**config.mk**
```make
export PLATFORM = sky130hd
export DESIGN_NAME = torus_nic
export DESIGN_NICKNAME = d
export VERILOG_FILES = /design/src/rtl/torus_pkg.sv /design/src/rtl/nic_fifo.sv /design/src/rtl/torus_nic.sv
export SDC_FILE = /design/constraint.sdc
export NUM_CORES = 1
export LEC_CHECK = 0
export CAP_MARGIN = 0
export CORE_ASPECT_RATIO = 0.6
export CORE_UTILIZATION = 45
export CTS_BUF_LIST = sky130_fd_sc_hd__clkbuf_16
export DETAILED_ROUTE_END_ITERATION = 12
export MAX_ROUTING_LAYER = met4
export PLACE_DENSITY = 0.81
export SLEW_MARGIN = 20
export SYNTH_ARGS = -nofsm -noshare
export SYNTH_HDL_FRONTEND = slang
export SYNTH_SLANG_ARGS = --single-unit
```
**constraint.sdc**
```tcl
create_clock -name clk -period 3.3 [get_ports clk]
set_input_delay 0.825 -clock clk [delete_from_list [all_inputs] [get_ports clk]]
set_output_delay 0.825 -clock clk [all_outputs]
set_load 0.03 [all_outputs]
```
**src/rtl/torus_pkg.sv**
```systemverilog
// rtl/torus_pkg.sv - shared message type and address helpers for the torus NIC
package torus_pkg;

  localparam int TP_X_W = 2;
  localparam int TP_Y_W = 2;
  localparam int TP_D_W = 32;
  localparam int MSG_W  = TP_X_W + TP_Y_W + TP_D_W;

  typedef struct packed {
    logic [TP_X_W-1:0] x;
    logic [TP_Y_W-1:0] y;
    logic [TP_D_W-1:0] data;
  } msg_t;

  function automatic logic in_range(input logic [TP_X_W-1:0] x,
                                    input logic [TP_Y_W-1:0] y,
                                    input int nx, input int ny);
    return (int'(x) < nx) && (int'(y) < ny);
  endfunction

  function automatic logic is_self(input logic [TP_X_W-1:0] x,
                                   input logic [TP_Y_W-1:0] y,
                                   input int mx, input int my);
    return (int'(x) == mx) && (int'(y) == my);
  endfunction

endpackage

```
**src/rtl/nic_fifo.sv**
```systemverilog
// rtl/nic_fifo.sv - synchronous circular-buffer FIFO with wrap-bit pointers
module nic_fifo #(
  parameter int WIDTH = 8,
  parameter int DEPTH = 4
) (
  input  logic             clk,
  input  logic             rst,
  input  logic             push,
  input  logic             pop,
  input  logic [WIDTH-1:0] wdata,
  output logic [WIDTH-1:0] head,
  output logic             full,
  output logic             empty
);

  localparam int AW = $clog2(DEPTH);

  logic [WIDTH-1:0] mem [DEPTH];
  logic [AW:0]      wptr;
  logic [AW:0]      rptr;

  assign empty = (wptr == rptr);
  assign full  = (wptr[AW] != rptr[AW]) && (wptr[AW-1:0] == rptr[AW-1:0]);
  // Head reads zero when empty so downstream fields never show stale data.
  assign head  = empty ? '0 : mem[rptr[AW-1:0]];

  always_ff @(posedge clk) begin
    if (push && !full) begin
      mem[wptr[AW-1:0]] <= wdata;
    end
  end

  always_ff @(posedge clk) begin
    if (rst) begin
      wptr <= '0;
      rptr <= '0;
    end else begin
      if (push && !full) begin
        wptr <= wptr + 1'b1;
      end
      if (pop && !empty) begin
        rptr <= rptr + 1'b1;
      end
    end
  end

endmodule

```
**src/rtl/torus_nic.sv**
```systemverilog
// rtl/torus_nic.sv - core-to-switch network interface with loopback, counters and idle
module torus_nic
  import torus_pkg::*;
#(
  parameter int X_W   = TP_X_W,
  parameter int Y_W   = TP_Y_W,
  parameter int D_W   = TP_D_W,
  parameter int X     = 2,
  parameter int Y     = 2,
  parameter int MY_X  = 0,
  parameter int MY_Y  = 0,
  parameter int DEPTH = 4
) (
  input  logic           clk,
  input  logic           rst,
  input  logic           tx_v,
  input  logic [X_W-1:0] tx_x,
  input  logic [Y_W-1:0] tx_y,
  input  logic [D_W-1:0] tx_data,
  output logic           tx_rdy,
  output logic           sw_i_v,
  output logic [X_W-1:0] sw_i_x,
  output logic [Y_W-1:0] sw_i_y,
  output logic [D_W-1:0] sw_i_data,
  input  logic           sw_i_ack,
  input  logic           sw_o_v,
  input  logic [X_W-1:0] sw_o_x,
  input  logic [Y_W-1:0] sw_o_y,
  input  logic [D_W-1:0] sw_o_data,
  output logic           rx_v,
  output logic [D_W-1:0] rx_data,
  output logic           err,
  output logic [15:0]    sent_cnt,
  output logic [15:0]    recv_cnt,
  output logic           idle
);

  msg_t tx_msg;
  msg_t head;
  logic full, empty;
  logic push_req, dest_ok, fifo_push;
  logic head_self, sw_pop, lb_pop, fifo_pop;
  logic rx_take, bad_dest, bad_deliver;

  assign tx_msg    = '{x: tx_x, y: tx_y, data: tx_data};
  assign tx_rdy    = !full;
  assign push_req  = tx_v && tx_rdy;
  assign dest_ok   = in_range(tx_x, tx_y, X, Y);
  assign fifo_push = push_req && dest_ok;

  // Offer depends only on FIFO state, keeping ack out of the sw_i_v cone.
  assign head_self = !empty && is_self(head.x, head.y, MY_X, MY_Y);
  assign sw_i_v    = !empty && !head_self;
  assign sw_pop    = sw_i_v && sw_i_ack;
  assign lb_pop    = head_self && !sw_o_v;
  assign fifo_pop  = sw_pop || lb_pop;

  assign sw_i_x    = head.x;
  assign sw_i_y    = head.y;
  assign sw_i_data = head.data;

  nic_fifo #(
    .WIDTH (MSG_W),
    .DEPTH (DEPTH)
  ) u_fifo (
    .clk   (clk),
    .rst   (rst),
    .push  (fifo_push),
    .pop   (fifo_pop),
    .wdata (tx_msg),
    .head  (head),
    .full  (full),
    .empty (empty)
  );

  assign rx_take     = sw_o_v || lb_pop;
  assign bad_dest    = push_req && !dest_ok;
  assign bad_deliver = sw_o_v && !is_self(sw_o_x, sw_o_y, MY_X, MY_Y);

  always_ff @(posedge clk) begin
    if (rst) begin
      rx_v     <= 1'b0;
      rx_data  <= '0;
      err      <= 1'b0;
      sent_cnt <= '0;
      recv_cnt <= '0;
    end else begin
      rx_v <= rx_take;
      // Switch delivery wins; loopback only pops when sw_o_v is low.
      if (sw_o_v) begin
        rx_data <= sw_o_data;
      end else if (lb_pop) begin
        rx_data <= head.data;
      end
      if (rx_take) begin
        recv_cnt <= recv_cnt + 16'd1;
      end
      if (fifo_pop) begin
        sent_cnt <= sent_cnt + 16'd1;
      end
      if (bad_dest || bad_deliver) begin
        err <= 1'b1;
      end
    end
  end

  assign idle = empty && !rx_v && !sw_o_v;

endmodule

```
==> results of run 1 <==
power groups by stage:
stage          clock, mW  sequential [mW]  combinational [mW]
2_1_floorplan          0             3.13               0.512
3_3_place_gp           0             3.07                1.01
3_5_place_dp           0             3.07                1.02
4_1_cts             2.26             3.01               0.986
5_1_grt             2.37             3.02                1.05
6_report            2.21             3.01               0.983
area by class of cell:
class | instances | area [um^2]
clock inverter | 16 | 101
multi-input combinational | 365 | 2870
antenna | 1 | 2.50
inverter | 10 | 37.5
clock buffer | 21 | 526
fill | 1496 | 7440
tap | 266 | 333
sequential | 218 | 5810
timing repair buffer | 205 | 2010
sequential cells by signal (all words and copies together) (netlist names), named ones only:
| register | cells |
|---|---|
| sent_cnt | 16 |
| u_fifo.mem | 144 |
| recv_cnt | 16 |
| err | 1 |
| u_fifo.wptr | 3 |
| rx_v | 1 |
| u_fifo.rptr | 3 |
| rx_data | 32 |
worst paths after layout:
| path | from | depth (start not counted) | slack (ns) | to |
|---|---|---|---|---|
| worst max register to register | register | 6 | 0.36 | recv_cnt[15]$_SDFFE_PP0P_ |
| worst min-delay path | rx_data[1]$_SDFFE_PP0P_ | 2 | 0.49 | rx_data[1]$_SDFFE_PP0P_ |
| worst min register to register | rx_data[1]$_SDFFE_PP0P_ | 2 | 0.49 | rx_data[1]$_SDFFE_PP0P_ |
| worst max-delay path | u_fifo.wptr[1]$_SDFFE_PP0P_ | 5 | 0.13 | sw_i_y[0] |
metal layers:
layer,wire length (um),vias to the layer above,global-route usage
met5,0,-,-
met4,264,0,0.0356
met3,1290,24,0.0435
met2,9310,215,0.328
met1,10100,3012,0.307
li1,-,2825,-
logic make-up after synthesis:
logic type,Yosys count,share of synthesized area
AND/OR/NAND/NOR,207,0.125
flip-flops,218,0.658
multiplexers,42,0.0988
adder cells (fa/ha/maj),7,0.00992
buffers and inverters,50,0.0217
AO/OA/AOI/OAI,94,0.0724
XOR/XNOR,15,0.0149
synthesized netlist by cell type (12+ instances only):
cell type  count
a21oi_1       28
a221oi_1      21
a311oi_1      12
and2_1        42
clkbuf_1      34
dfxtp_1       74
edfxtp_1     144
mux4_2        36
nand2_1       23
nand3_1       19
nor2_1        51
nor3_1        25
o21ai_0       14
or3_1         14
worst min-delay path: stages, from the launching register on:
cell and delay, ns:
dfxtp_1 0.31, nand2_1 0.05, a311oi_1 0.08
placed cells by master (no fill, tap or decap), types with 4 or more instances in the layout:
master,count
a311oi_1,12
and2_1,38
mux2i_1,4
buf_4,18
o31ai_1,9
edfxtp_1,144
clkinv_2,5
mux4_2,36
inv_1,12
ha_1,7
nor3_1,25
nor2_1,51
xor2_1,7
nand4_1,5
clkbuf_16,21
dfxtp_1,71
dlygate4sd2_1,33
a31oi_1,6
clkdlybuf4s50_1,146
a21oi_1,28
a221oi_1,21
nand3_1,18
xnor2_1,5
and4_1,4
and2_2,4
buf_12,4
nand2_1,23
clkinv_1,5
o21ai_0,14
or4_1,9
or3_1,14
stage by stage:
step | cell area [um^2] | worst slack, ns | power (mW) | hold WS, ns
4_1_cts | 11700 | 0.0223 | 6.26 | 0.487
5_1_grt | 11700 | 0.0161 | 6.44 | 0.502
3_5_place_dp | 11100 | 0.271 | 4.09 | 0.473
6_report | 11700 | 0.131 | 6.21 | 0.486
2_1_floorplan | 8830 | 0.237 | 3.64 | 0.495
3_3_place_gp | 11100 | 0.332 | 4.08 | 0.469
timing repair:
item	CTS	global route
cloned	0	0
setup endpoints to repair	33	5
resized for setup	36	5
==> results_dict.tcl, run 1 <==
set metrics [dict create \
    port-buffer-count 181 \
    drtIter0Drc 583 \
    drive_gt1_frac 0.131 \
    fin_cells 1102 \
    synthCells 633 \
    period_needed_ns 3.17 \
    cp_top_family "buffers and inverters" \
    arrival_ns 2.34 \
    ys_ff_latch 218 \
    share_seq_of_total_power 0.485 \
    die_h_um 110 \
    area_growth_pct 32.4 \
    viasPerCell 5.51 \
    slowest_delay_ns 0.67 \
    hpwlAfterDp_um 14100 \
    syn_avg_cell_area_um2 13.9 \
    cts.sinks 218 \
    post_cts_buffers 0 \
    clockPowerShare 0.356 \
    setup_tns_ns 0 \
    synth_area_mm2 0.00883 \
    grt_pass1_wl_um 33000 \
    maxSlewViolCount 0 \
    p_int_mw 4.63 \
    path_clk_slew_ns 0.06 \
    cp_num_buf_inv 2 \
    antenna_found_initial 1 \
    fin_util 0.611 \
    cts_tree "done" \
    grt_start_max_net_pins 43 \
    holdBufCountCts 0 \
    grt_overflow 0 \
    drt_wl_total_um 21000 \
    skew_ns 0.00865 \
    p_per_area_mw_per_mm2 531 \
    yosys-top-cells-area "edfxtp_1 49%, dfxtp_1 17%, mux4_2 9.2%" \
    path_max_fanout 20 \
    htree_num_levels 1 \
    clk_latency_ns 0.48 \
    initial_core_util 0.461 \
    synth_top_cell_by_area "edfxtp_1" \
    status "complete, no violations" \
    core_mm2 0.0191 \
    max-vdd-ir-drop_mv 0.370 \
    dr.pass1.iters 5 \
    ant_nets 0 \
    worst-endpoint-required_ns 2.47 \
    critPathSlowestCell "clkdlybuf4s50_1" \
    seq_area_frac_synth 0.658 \
    numCtsBuffers 21 \
    crit_chain "xnor2_2 -> nand3_2 -> buf_4 -> and2_1 -> clkdlybuf4s50_1" \
    ys.flop_type "edfxtp_1" \
    finalSetupViolCount 0 \
    drc 0 \
    async_flop_share 0 \
    yosysWarnings 0 \
    max-slew-margin-rel 0.454 \
    synth_top_area_frac 0.490 \
    gp_congestion 0.809 \
    grt_pass1_vias 6020 \
    hp-class "reg -> reg" \
    vias 6076 \
    grt_usage 0.216 \
    cts_root_buffer "clkbuf_16" \
    rows 39 \
    maxCapViolCount 0 \
    timing.final.crit_share 0.960 \
    p_sw_frac 0.255 \
    final_net_count 905 \
    worstSetupStartpointType "register" \
    rsz0062_at_grt "false" \
    die_area_mm2 0.0202 \
    switching_power_mw 1.58 \
    max-clock-path-buffers 3 \
    syn_nets 717 \
    drt-wirelength-per-cell_um 19.1 \
    path_class "reg -> out" \
    numPlacedInstances 1064 \
    timing.fmax_ghz 0.316 \
    hold_viol 0 \
    yosys.cell_types.count 41 \
    cp-end-kind "output port" \
    synth_edf_count 144 \
    tightestPinTransition_ns 0.809 \
    ios 182 \
    p_leak_nw 3.96 \
    die_w_um 183 \
    p_comb_frac 0.158 \
]
No activity file was read; power rests on OpenSTA's default activity.
==> run 2, diff against run 1 <==
--- a/config.mk
+++ b/config.mk
@@ -10,9 +10,10 @@
 export CORE_UTILIZATION = 45
 export CTS_BUF_LIST = sky130_fd_sc_hd__clkbuf_16
 export DETAILED_ROUTE_END_ITERATION = 12
+export GPL_ROUTABILITY_DRIVEN = 1
 export MAX_ROUTING_LAYER = met4
 export PLACE_DENSITY = 0.81
-export SLEW_MARGIN = 20
+export SLEW_MARGIN = 5
 export SYNTH_ARGS = -nofsm -noshare
 export SYNTH_HDL_FRONTEND = slang
 export SYNTH_SLANG_ARGS = --single-unit
==> constraint.sdc (replaced) <==
create_clock -name clk -period 3.3 [get_ports clk]
set_input_delay 0.495 -clock clk [delete_from_list [all_inputs] [get_ports clk]]
set_output_delay 0.495 -clock clk [all_outputs]
set_load 0.03 [all_outputs]
==> run 2 against run 1 <==
Effect of this change:
- utilization increased by 0.49 points
- non-clock buffer count increased by 2
- worst hold slack got worse by 0.0053 ns
- clock-buffer cell count increased by 2
- register-to-register slack improved by 0.14 ns
- critical path depth decreased by 1
- worst setup slack improved by 0.043 ns
- die area unchanged
- clock skew increased by 0.0043 ns
- total power increased by 3.4%
- critical path type unchanged
- largest cell class unchanged
==> results_dict.tcl, run 2 (synthesized netlist as in run 1, its figures left out) <==
set metrics [dict create \
    worst-endpoint-required_ns 2.80 \
    numCtsBuffers 20 \
    port-buffer-count 181 \
    grt_pass1_wl_um 33000 \
    fin_util 0.616 \
    grt_overflow 0 \
    timing.final.crit_share 0.947 \
    cp_top_family "buffers and inverters" \
    die_w_um 183 \
    rows 39 \
    final_net_count 906 \
    maxSlewViolCount 0 \
    core_mm2 0.0191 \
    worstSetupStartpointType "register" \
    max-vdd-ir-drop_mv 0.335 \
    p_per_area_mw_per_mm2 545 \
    max-slew-margin-rel 0.362 \
    die_area_mm2 0.0202 \
    critPathSlowestCell "clkdlybuf4s50_1" \
    drc 0 \
    die_h_um 110 \
    setup_tns_ns 0 \
    viasPerCell 5.49 \
    hpwlAfterDp_um 14300 \
    rsz0062_at_grt "false" \
    grt_start_max_net_pins 40 \
    clk_latency_ns 0.50 \
    crit_chain "buf_4 -> mux4_2 -> and2_1 -> clkdlybuf4s50_1" \
    placed_area_mm2 0.0111 \
    arrival_ns 2.63 \
    tightestPinTransition_ns 0.945 \
    status "complete, no violations" \
    drtIter0Drc 505 \
    ant_nets 0 \
    hold_viol 0 \
    cts.sinks 218 \
    design_area_mm2 0.0118 \
    drt_wl_total_um 20800 \
    cp_num_buf_inv 2 \
    gp_congestion 0.820 \
    slowest_delay_ns 0.61 \
    largest_reg_flops 144 \
    finalSetupViolCount 0 \
    power_mw 6.42 \
    antenna_found_initial 2 \
    htree_num_levels 1 \
    path_class "reg -> out" \
    cp-end-kind "output port" \
    timing.hold.ws_ns 0.481 \
    path_clk_slew_ns 0.06 \
    final_cell_mix "180 x clkdlybuf4s50_1, 144 x edfxtp_1, 72 x dfxtp_1" \
    path_max_fanout 24 \
    area_growth_pct 33.4 \
    initial_core_util 0.461 \
    vias 6060 \
    drt-wirelength-per-cell_um 18.9 \
    max-clock-path-buffers 3 \
    skew_ns 0.0129 \
    cts_tree "done" \
    dr.pass1.iters 5 \
    cts_root_buffer "clkbuf_16" \
    period_needed_ns 3.13 \
    grt_pass1_vias 5997 \
    ios 182 \
    grt_usage 0.217 \
    timing.fmax_ghz 0.320 \
    final_common_cell "clkdlybuf4s50_1" \
    p_leak_nw 3.86 \
    hp-class "reg -> reg" \
    maxCapViolCount 0 \
    drive_gt1_frac 0.124 \
]
run 2: changes by cell type in the layout (fill, tap and decap cells not counted), moves of 2 or more:
| cell | delta |
|---|---|
| inv_1 | +2 |
| clkinv_2 | -3 |
| buf_4 | +3 |
| buf_6 | -2 |
| dlygate4sd2_1 | -33 |
| clkdlybuf4s50_1 | +34 |
| xnor2_1 | +3 |
| clkbuf_16 | +2 |
| xnor2_2 | -3 |
| dfxtp_2 | -2 |
run 2: cell type report:
cell class,instances,area [um^2]
diodes,2,5.00
clock buffers,23,576
clock inverters,13,108
fillers,1488,7350
inverters,10,37.5
multi-input cells,365,2840
flip-flops and latches,218,5810
well taps,266,333
repair buffers,207,2060
run 2: worst paths after layout:
check,start,to,slack (ns),depth (start not counted)
worst max-delay path,register,sw_i_data[7],0.17,4
worst min-delay path,recv_cnt[15]$_SDFFE_PP0P_,recv_cnt[15]$_SDFFE_PP0P_,0.48,2
worst max register to register,register,recv_cnt[15]$_SDFFE_PP0P_,0.50,6
worst min register to register,recv_cnt[15]$_SDFFE_PP0P_,recv_cnt[15]$_SDFFE_PP0P_,0.48,2
run 2: worst reg2reg max path: stages (launching register included):
cell and delay (ns):
dfxtp_4 0.47, mux4_2 0.58, nor4_4 0.37, buf_4 0.19, a41oi_1 0.42, or4_1 0.55
a21oi_1 0.14
run 2: repair_timing:
item | 4_1_cts | 5_1_grt
endpoints found under the setup margin | 1 | 1
hold endpoints to repair | 0 | 0
setup buffers | 0 | 1
gates resized for setup | 1 | 0
hold buffers | 0 | 0
pin swaps | 0 | 1
run 2: layer usage:
layer	up-vias	wire, um	GRT usage
met5	-	0	-
met4	0	272	0.0356
met3	27	1690	0.0511
met2	239	8990	0.314
met1	2969	9900	0.316
li1	2825	-	-
run 2: report_power, final:
group	internal, mW	leakage, nW	total, mW	switching [mW]
Clock	1.40	0.351	2.39	0.985
Sequential	2.97	1.91	3.01	0.0469
Combinational	0.460	1.60	1.02	0.558
run 2: per-stage QoR:
step	instances	setup WS (ns)
floorplan	633	0.567
global placement	1065	0.487
detailed placement	1065	0.465
CTS	1101	0.0613
global route	1104	0.0514
finish	1104	0.174
==> run 3, diff against run 2 <==
==> constraint.sdc (replaced) <==
create_clock -name clk -period 3.9 [get_ports clk]
set_input_delay 0.585 -clock clk [delete_from_list [all_inputs] [get_ports clk]]
set_output_delay 0.585 -clock clk [all_outputs]
set_load 0.03 [all_outputs]
==> run 3 against run 2 <==
Effect of this change:
- clock skew up 0.0045 ns
- final cell count decreased by 1.1%
- non-clock buffer count fell by 10
- sequential share of layout area grew 0.46 points
- flip-flop and latch count stayed put
- clock power is 17% lower
- wire length about the same
- clock-buffer cell count is 2 lower
- register-to-register slack improved by 0.24 ns
- largest power group unchanged
==> results_dict.tcl, run 3 (synthesized netlist as in run 1, its figures left out) <==
set metrics [dict create \
    p_leak_nw 3.81 \
    tightestPinTransition_ns 0.894 \
    hpwlAfterDp_um 13900 \
    hold_viol 0 \
    arrival_ns 3.02 \
    grt_usage 0.215 \
    final_cell_mix "180 x clkdlybuf4s50_1, 144 x edfxtp_1, 72 x dfxtp_1" \
    setup_tns_ns 0 \
    die_area_mm2 0.0202 \
    clk_latency_ns 0.49 \
    timing.fmax_ghz 0.277 \
    cp-end-kind "output port" \
    r2r_slack_ns 0.74 \
    worst-endpoint-required_ns 3.31 \
    viasPerCell 5.53 \
    dr.pass1.iters 4 \
    max-slew-margin-rel 0.404 \
    path_class "reg -> out" \
    timing.final.crit_share 0.924 \
    maxCapViolCount 0 \
    status "complete, no violations" \
    design_area_mm2 0.0117 \
    pre_cts_slack_ns 0.661 \
    drt_wl_total_um 20800 \
    ant_nets 0 \
    p_sw_frac 0.246 \
    gp_congestion 0.792 \
    numCtsBuffers 20 \
    die_h_um 110 \
    p_comb_frac 0.156 \
    grt_util_met1 0.307 \
    antenna_found_initial 0 \
    clockPowerShare 0.370 \
    holdBufCountCts 0 \
    rows 39 \
    rr_worst_depth 6 \
    max-clock-path-buffers 3 \
    largest_reg_flops 144 \
    max-vdd-ir-drop_mv 0.270 \
    finalSetupViolCount 0 \
    hp-class "reg -> reg" \
    port-buffer-count 181 \
    crit_end "sw_i_data[11]" \
    grt.busiest_layer "met2" \
    grt_pass1_wl_um 33000 \
    path_max_fanout 25 \
    skew_ns 0.0175 \
    share_seq_of_total_power 0.474 \
    cts_tree "done" \
    switching_power_mw 1.33 \
    fillers 1495 \
    vias 6039 \
    htree_num_levels 1 \
    period_needed_ns 3.61 \
    grt_start_max_net_pins 44 \
    drive_gt1_frac 0.117 \
    final_net_count 896 \
    fin_util 0.610 \
    r2r-end "sent_cnt[15]$_SDFFE_PP0P_" \
    cts_root_buffer "clkbuf_16" \
    maxSlewViolCount 0 \
    drt-wirelength-per-cell_um 19.1 \
    drc 0 \
    area_growth_pct 32.1 \
    core_mm2 0.0191 \
    met3_usage 0.0439 \
    worstSetupStartpointType "register" \
    rsz0062_at_grt "false" \
    drtIter0Drc 479 \
    grt.met2_usage 0.326 \
    setup_ws_ns 0.295 \
    path_clk_slew_ns 0.06 \
    p_int_mw 4.06 \
    die_w_um 183 \
    ios 182 \
    cts.sinks 218 \
    grt_pass1_vias 6013 \
    grt_overflow 0 \
    power_mw 5.39 \
    initial_core_util 0.461 \
    p_per_area_mw_per_mm2 462 \
    diodes 0 \
    placed_area_mm2 0.0110 \
    final_common_cell "clkdlybuf4s50_1" \
]
==> run 3: final cells by class <==
cell class	count	area, um^2	share of cell area
multi-input cells	365	2850	0.244
clock buffers	21	526	0.0451
well taps	266	333	0.0285
inverters	10	37.5	0.00322
clock inverters	15	144	0.0123
repair buffers	197	1960	0.168
flip-flops and latches	218	5810	0.498
==> run 3: per-layer routing <==
layer  vias to the layer above  share of wire
li1                       2798              -
met1                      2997           0.47
met2                       221           0.44
met3                        23          0.073
met4                         0          0.012
met5                         -              0
==> run 3: per-stage QoR <==
stage          cells  hold slack (ns)
2_1_floorplan    633            0.495
3_3_place_gp    1056            0.469
3_5_place_dp    1056            0.477
4_1_cts         1092            0.486
5_1_grt         1092            0.516
6_report        1092            0.486
==> run 3: power by group through the flow <==
stage               Sequential [mW]  Combinational, mW  Clock (mW)
floorplan                      2.64              0.434           0
global placement               2.60              0.835           0
detailed placement             2.60              0.842           0
CTS                            2.55              0.847        2.03
global route                   2.56              0.896        2.12
finish                         2.55              0.843        1.99
==> run 3: worst min-delay path by stage <==
stage,slack [ns],cells after the start,from,end
floorplan,0.49,2,u_fifo.rptr[2]$_SDFFE_PP0P_,u_fifo.rptr[2]$_SDFFE_PP0P_
detailed placement,0.48,2,recv_cnt[15]$_SDFFE_PP0P_,recv_cnt[15]$_SDFFE_PP0P_
global placement,0.47,2,recv_cnt[15]$_SDFFE_PP0P_,recv_cnt[15]$_SDFFE_PP0P_
CTS,0.49,2,recv_cnt[15]$_SDFFE_PP0P_,recv_cnt[15]$_SDFFE_PP0P_
global route,0.52,2,rx_data[17]$_SDFFE_PP0P_,rx_data[17]$_SDFFE_PP0P_
finish,0.49,2,rx_data[20]$_SDFFE_PP0P_,rx_data[20]$_SDFFE_PP0P_
==> run 3: critical path, stage by stage, from the launching register on <==
cell and delay, ns:
dfxtp_2 0.59, buf_4 0.53, mux4_2 0.57, and2_1 0.21
clkdlybuf4s50_1 0.60
==> run 3: timing repair <==
item,4_1_cts,5_1_grt
resized for setup,0,1
setup endpoints to repair,0,10
buffers inserted,0,0
==> RTL change 1, RTL diff (settings of run 2) <==
Put one more register stage on the output `sent_cnt`, without a reset. The value now appears one clock later. The other outputs are not delayed to match.
--- a/src/rtl/torus_nic.sv
+++ b/src/rtl/torus_nic.sv
@@ -34,6 +34,8 @@
   output logic [15:0]    recv_cnt,
   output logic           idle
 );
+
+  logic [15:0] sent_cnt_s0;
 
   msg_t tx_msg;
   msg_t head;
@@ -82,7 +84,7 @@
       rx_v     <= 1'b0;
       rx_data  <= '0;
       err      <= 1'b0;
-      sent_cnt <= '0;
+      sent_cnt_s0 <= '0;
       recv_cnt <= '0;
     end else begin
       rx_v <= rx_take;
@@ -96,7 +98,7 @@
         recv_cnt <= recv_cnt + 16'd1;
       end
       if (fifo_pop) begin
-        sent_cnt <= sent_cnt + 16'd1;
+        sent_cnt_s0 <= sent_cnt_s0 + 16'd1;
       end
       if (bad_dest || bad_deliver) begin
         err <= 1'b1;
@@ -106,5 +108,9 @@
 
   assign idle = empty && !rx_v && !sw_o_v;
 
+  always_ff @(posedge clk) begin
+    sent_cnt <= sent_cnt_s0;
+  end
+
 endmodule
 
Behaviour: not the same (a bounded check fails within 4 cycles, from zero or initial values and one cycle with rst high).
==> RTL change 1 against run 2 <==
Area after synthesis grew 4.0%; setup slack got worse by 45 ps; power is 3.6% higher; wire length increased by 2.0%; die area is 3.9% higher; synthesized cell count increased by 4.7%; sequential cell count is 16 higher; cell area increased by 2.6%.
==> RTL change 1: results (changes against run 2) <==
status completed; Placement Setup Slack 482 ps (+17.5 ps); via count of the first global-routing pass 6010 (+0.22%); Post-Syn Instances 663 (+4.7%); Comb power frac 15.1% (-0.8 points); power per cell area 550 mW/mm^2 (+0.92%); initial DRC count 394 (-22%); sequential portion of the cell area 50.7% (+1.4 points); crit path to sw_i_v; ant diodes 0 (-2); fin area 0.0121 sq mm (+2.6%); pin count of the biggest net entering global routing 65 (+63%); Post-Route WL 21300 um (+2.0%); Worst EP arrival 2680 ps (+50 ps); Clock Sinks 234 (+7.3%); Crit-path slowest cell mux4_1; CP delay by family, top multiplexers; clkbuf count 25 (+8.7%); WHS Endpoint sent_cnt[15]; fraction of synthesized area in multiplexers 9.83% (-0.051 points); Synth top cells by count edfxtp_1 (144), dfxtp_1 (90), nand2_1 (78), nor2_1 (52), and2_1 (41); xor/xnor share of the synthesized area 0.859% (-0.63 points); Non-clock buffers 199 (-3.9%); layout cells sized above 1 12.3% (-0.14 points); Max FO, Critical Path 6 (-75%)
RTL change 1: changes by cell type after synthesis, sizes merged, moves of 4 or more:
cell	delta
nand2	+55
nor3	-23
a221oi	-21
a311oi	+20
dfxtp	+16
buf	+8
clkbuf	-8
nand3	-8
a31oi	-6
xnor2	-5
mux2	+4
RTL change 1: layer usage:
metal / GRT usage (%) / part of all wire [%] / routed length, um
met1: 29.0 / 46 / 9790
met2: 32.0 / 45 / 9560
met3: 4.97 / 7.4 / 1570
met4: 4.30 / 1.6 / 344
met5: - / 0 / 0
RTL change 1: worst reg2reg max path, delay by kind of cell (launching register included):
kind | cells | cell delay, ps
simple gates | 2 | 710
buf+inv | 1 | 190
mux | 3 | 1440
flops | 1 | 460
RTL change 1: timing repair:
item,in CTS,in global routing
endpoints found under the hold margin,0,0
resized for setup,0,1
setup buffers,0,2
setup endpoints to repair,0,2
==> RTL change 2, RTL diff (settings of run 2) <==
Made on the original files. `DEPTH` is set to 4 in 2 places; all go to 2.
--- a/src/rtl/nic_fifo.sv
+++ b/src/rtl/nic_fifo.sv
@@ -1,7 +1,7 @@
 // rtl/nic_fifo.sv - synchronous circular-buffer FIFO with wrap-bit pointers
 module nic_fifo #(
   parameter int WIDTH = 8,
-  parameter int DEPTH = 4
+  parameter int DEPTH = 2
 ) (
   input  logic             clk,
   input  logic             rst,
--- a/src/rtl/torus_nic.sv
+++ b/src/rtl/torus_nic.sv
@@ -9,7 +9,7 @@
   parameter int Y     = 2,
   parameter int MY_X  = 0,
   parameter int MY_Y  = 0,
-  parameter int DEPTH = 4
+  parameter int DEPTH = 2
 ) (
   input  logic           clk,
   input  logic           rst,
Function: changed (Yosys sat finds a counterexample within 4 cycles, from zero or initial values and one cycle with rst high).
==> RTL change 2 against run 2 <==
Sequential cell count down 75; cell area down 28%; power down 26%; setup slack better by 95 ps; wire length down 22%; first-iteration DRC count down 32%; sequential power down 35%; area after synthesis down 33%.
==> RTL change 2: results (changes against run 2) <==
Leak 2.81 nW (-27%); post-synthesis compound-gate area fraction 12.1% (+4.8 points); initial DRC count 344 (-32%); worst vdd ir 0.544 mV (+62%); hold_sp sent_cnt[15]; Worst EP arrival 2540 ps (-90 ps); wire length of the first global-routing pass 25800 um (-22%); Synth top cells by count edfxtp_1 (72), dfxtp_1 (71), nor2_1 (63), a21oi_1 (58), nand2_1 (39); WHS Endpoint sent_cnt[15]; CP delay by family, top buffers and inverters; Final Non-Filler Cells 917 (-17%); Post-Syn Nets 637 (-11%); GRT Total Usage 25.3% (+3.6 points); synth top area cells edfxtp_1 (36%), dfxtp_1 (24%), mux2i_1 (6.4%); Post-Place Cells 885 (-17%); Worst Tran Pin Value 990 ps (+45.0 ps); status completed; reg-to-reg setup timing slack 650 ps (+150 ps); HPWL after DPL 11500 um (-20%); layout cells sized above 1 8.03% (-4.4 points); worst r2r path cells 5 (-1); Synth Area in Adders 0.421% (-0.57 points); CTS root buf clkbuf_16; Placement Setup Slack 632 ps (+168 ps); Post-Route WL 16300 um (-22%); H-tree levels 4 (+3); ant diodes 0 (-2); via count of the first global-routing pass 5097 (-15%); critical path's largest stage delay 610 ps (about the same); Clk Latency, worst-skew pair 400 ps (-100 ps); Post-synth EDFFs 72 (-50%); Worst R2R End recv_cnt[8]; Post-Syn Instances 558 (-12%); synth unique cells 42 (+2.4%); reg-to-reg critical path startpoint u_fifo.mem[1][33]; Max Root-Sink Buffers 2 (-1); Layout Nets 813 (-10%); routability cong. 0.784 (-4.3%); antenna violations before repair 0 (-2); CTS buffer count 17 (-15%); post-CTS resize count 0 (-1); sequential element share of the synthesized area 60.3% (-5.4 points); fraction of synthesized area in multiplexers 7.16% (-2.7 points); pin count of the biggest net entering global routing 52 (+30%); max reg flops 72 (-50%); worst clock skew 14.5 ps (+1.56 ps); Max FO, Critical Path 51 (+110%); DR vias/cell 5.51 (+0.45%); xor/xnor share of the synthesized area 1.33% (-0.16 points)
RTL change 2: worst reg2reg max path, stage by stage, from the launching register on:
cell and delay [ps]:
edfxtp_1 380, or4b_2 730, o22ai_1 300, a21oi_1 360
nor4b_1 410, mux2_2 380
RTL change 2: area by class of cell:
cell class	instances	area, sq um
Inverter	11	41.3
Sequential cell	143	3580
Fill cell	975	4340
Clock inverter	15	126
Timing Repair Buffer	193	1930
Clock buffer	17	425
Multi-Input combinational cell	368	2190
Tap cell	170	213
RTL change 2: routing by layer:
metal | global-route usage [%] | wire (um)
met3 | 4.67 | 1180
met2 | 40.6 | 7720
met1 | 33.2 | 7270
met4 | 5.81 | 117
met5 | - | 0
RTL change 2: kinds of logic (layout without fill, tap and decap cells):
| group | Yosys count | in the layout |
|---|---|---|
| xor+xnor | 9 | 9 |
| mux | 42 | 42 |
| flops | 143 | 143 |
| compound gates | 122 | 122 |
| fa+ha+maj | 2 | 2 |
| buf+inv | 47 | 236 |
| simple gates | 193 | 193 |
RTL change 2: power breakdown:
part / switching, mW / internal (mW)
logic: 0.586 / 0.411
registers: 0.0367 / 1.93
clock network: 0.788 / 0.988
RTL change 2: worst max path at each step:
| stage | endpoint | depth (start not counted) | slack [ps] | from |
|---|---|---|---|---|
| 2_1_floorplan | u_fifo.mem[0][0] | 4 | 140 | u_fifo.rptr[0] |
| 3_3_place_gp | recv_cnt[8] | 5 | 710 | u_fifo.mem[1][33] |
| 3_5_place_dp | recv_cnt[8] | 5 | 630 | u_fifo.mem[1][33] |
| 4_1_cts | sw_i_data[10] | 5 | 280 | u_fifo.wptr[0] |
| 5_1_grt | sw_i_data[0] | 5 | 130 | u_fifo.wptr[0] |
| 6_report | sw_i_data[10] | 5 | 270 | u_fifo.wptr[0] |
RTL change 2: stage by stage:
stage          area, sq um  hold slack, ps
5_1_grt               8510             516
6_report              8510             503
3_3_place_gp          7960             463
2_1_floorplan         5940             470
3_5_place_dp          7960             495
4_1_cts               8510             504
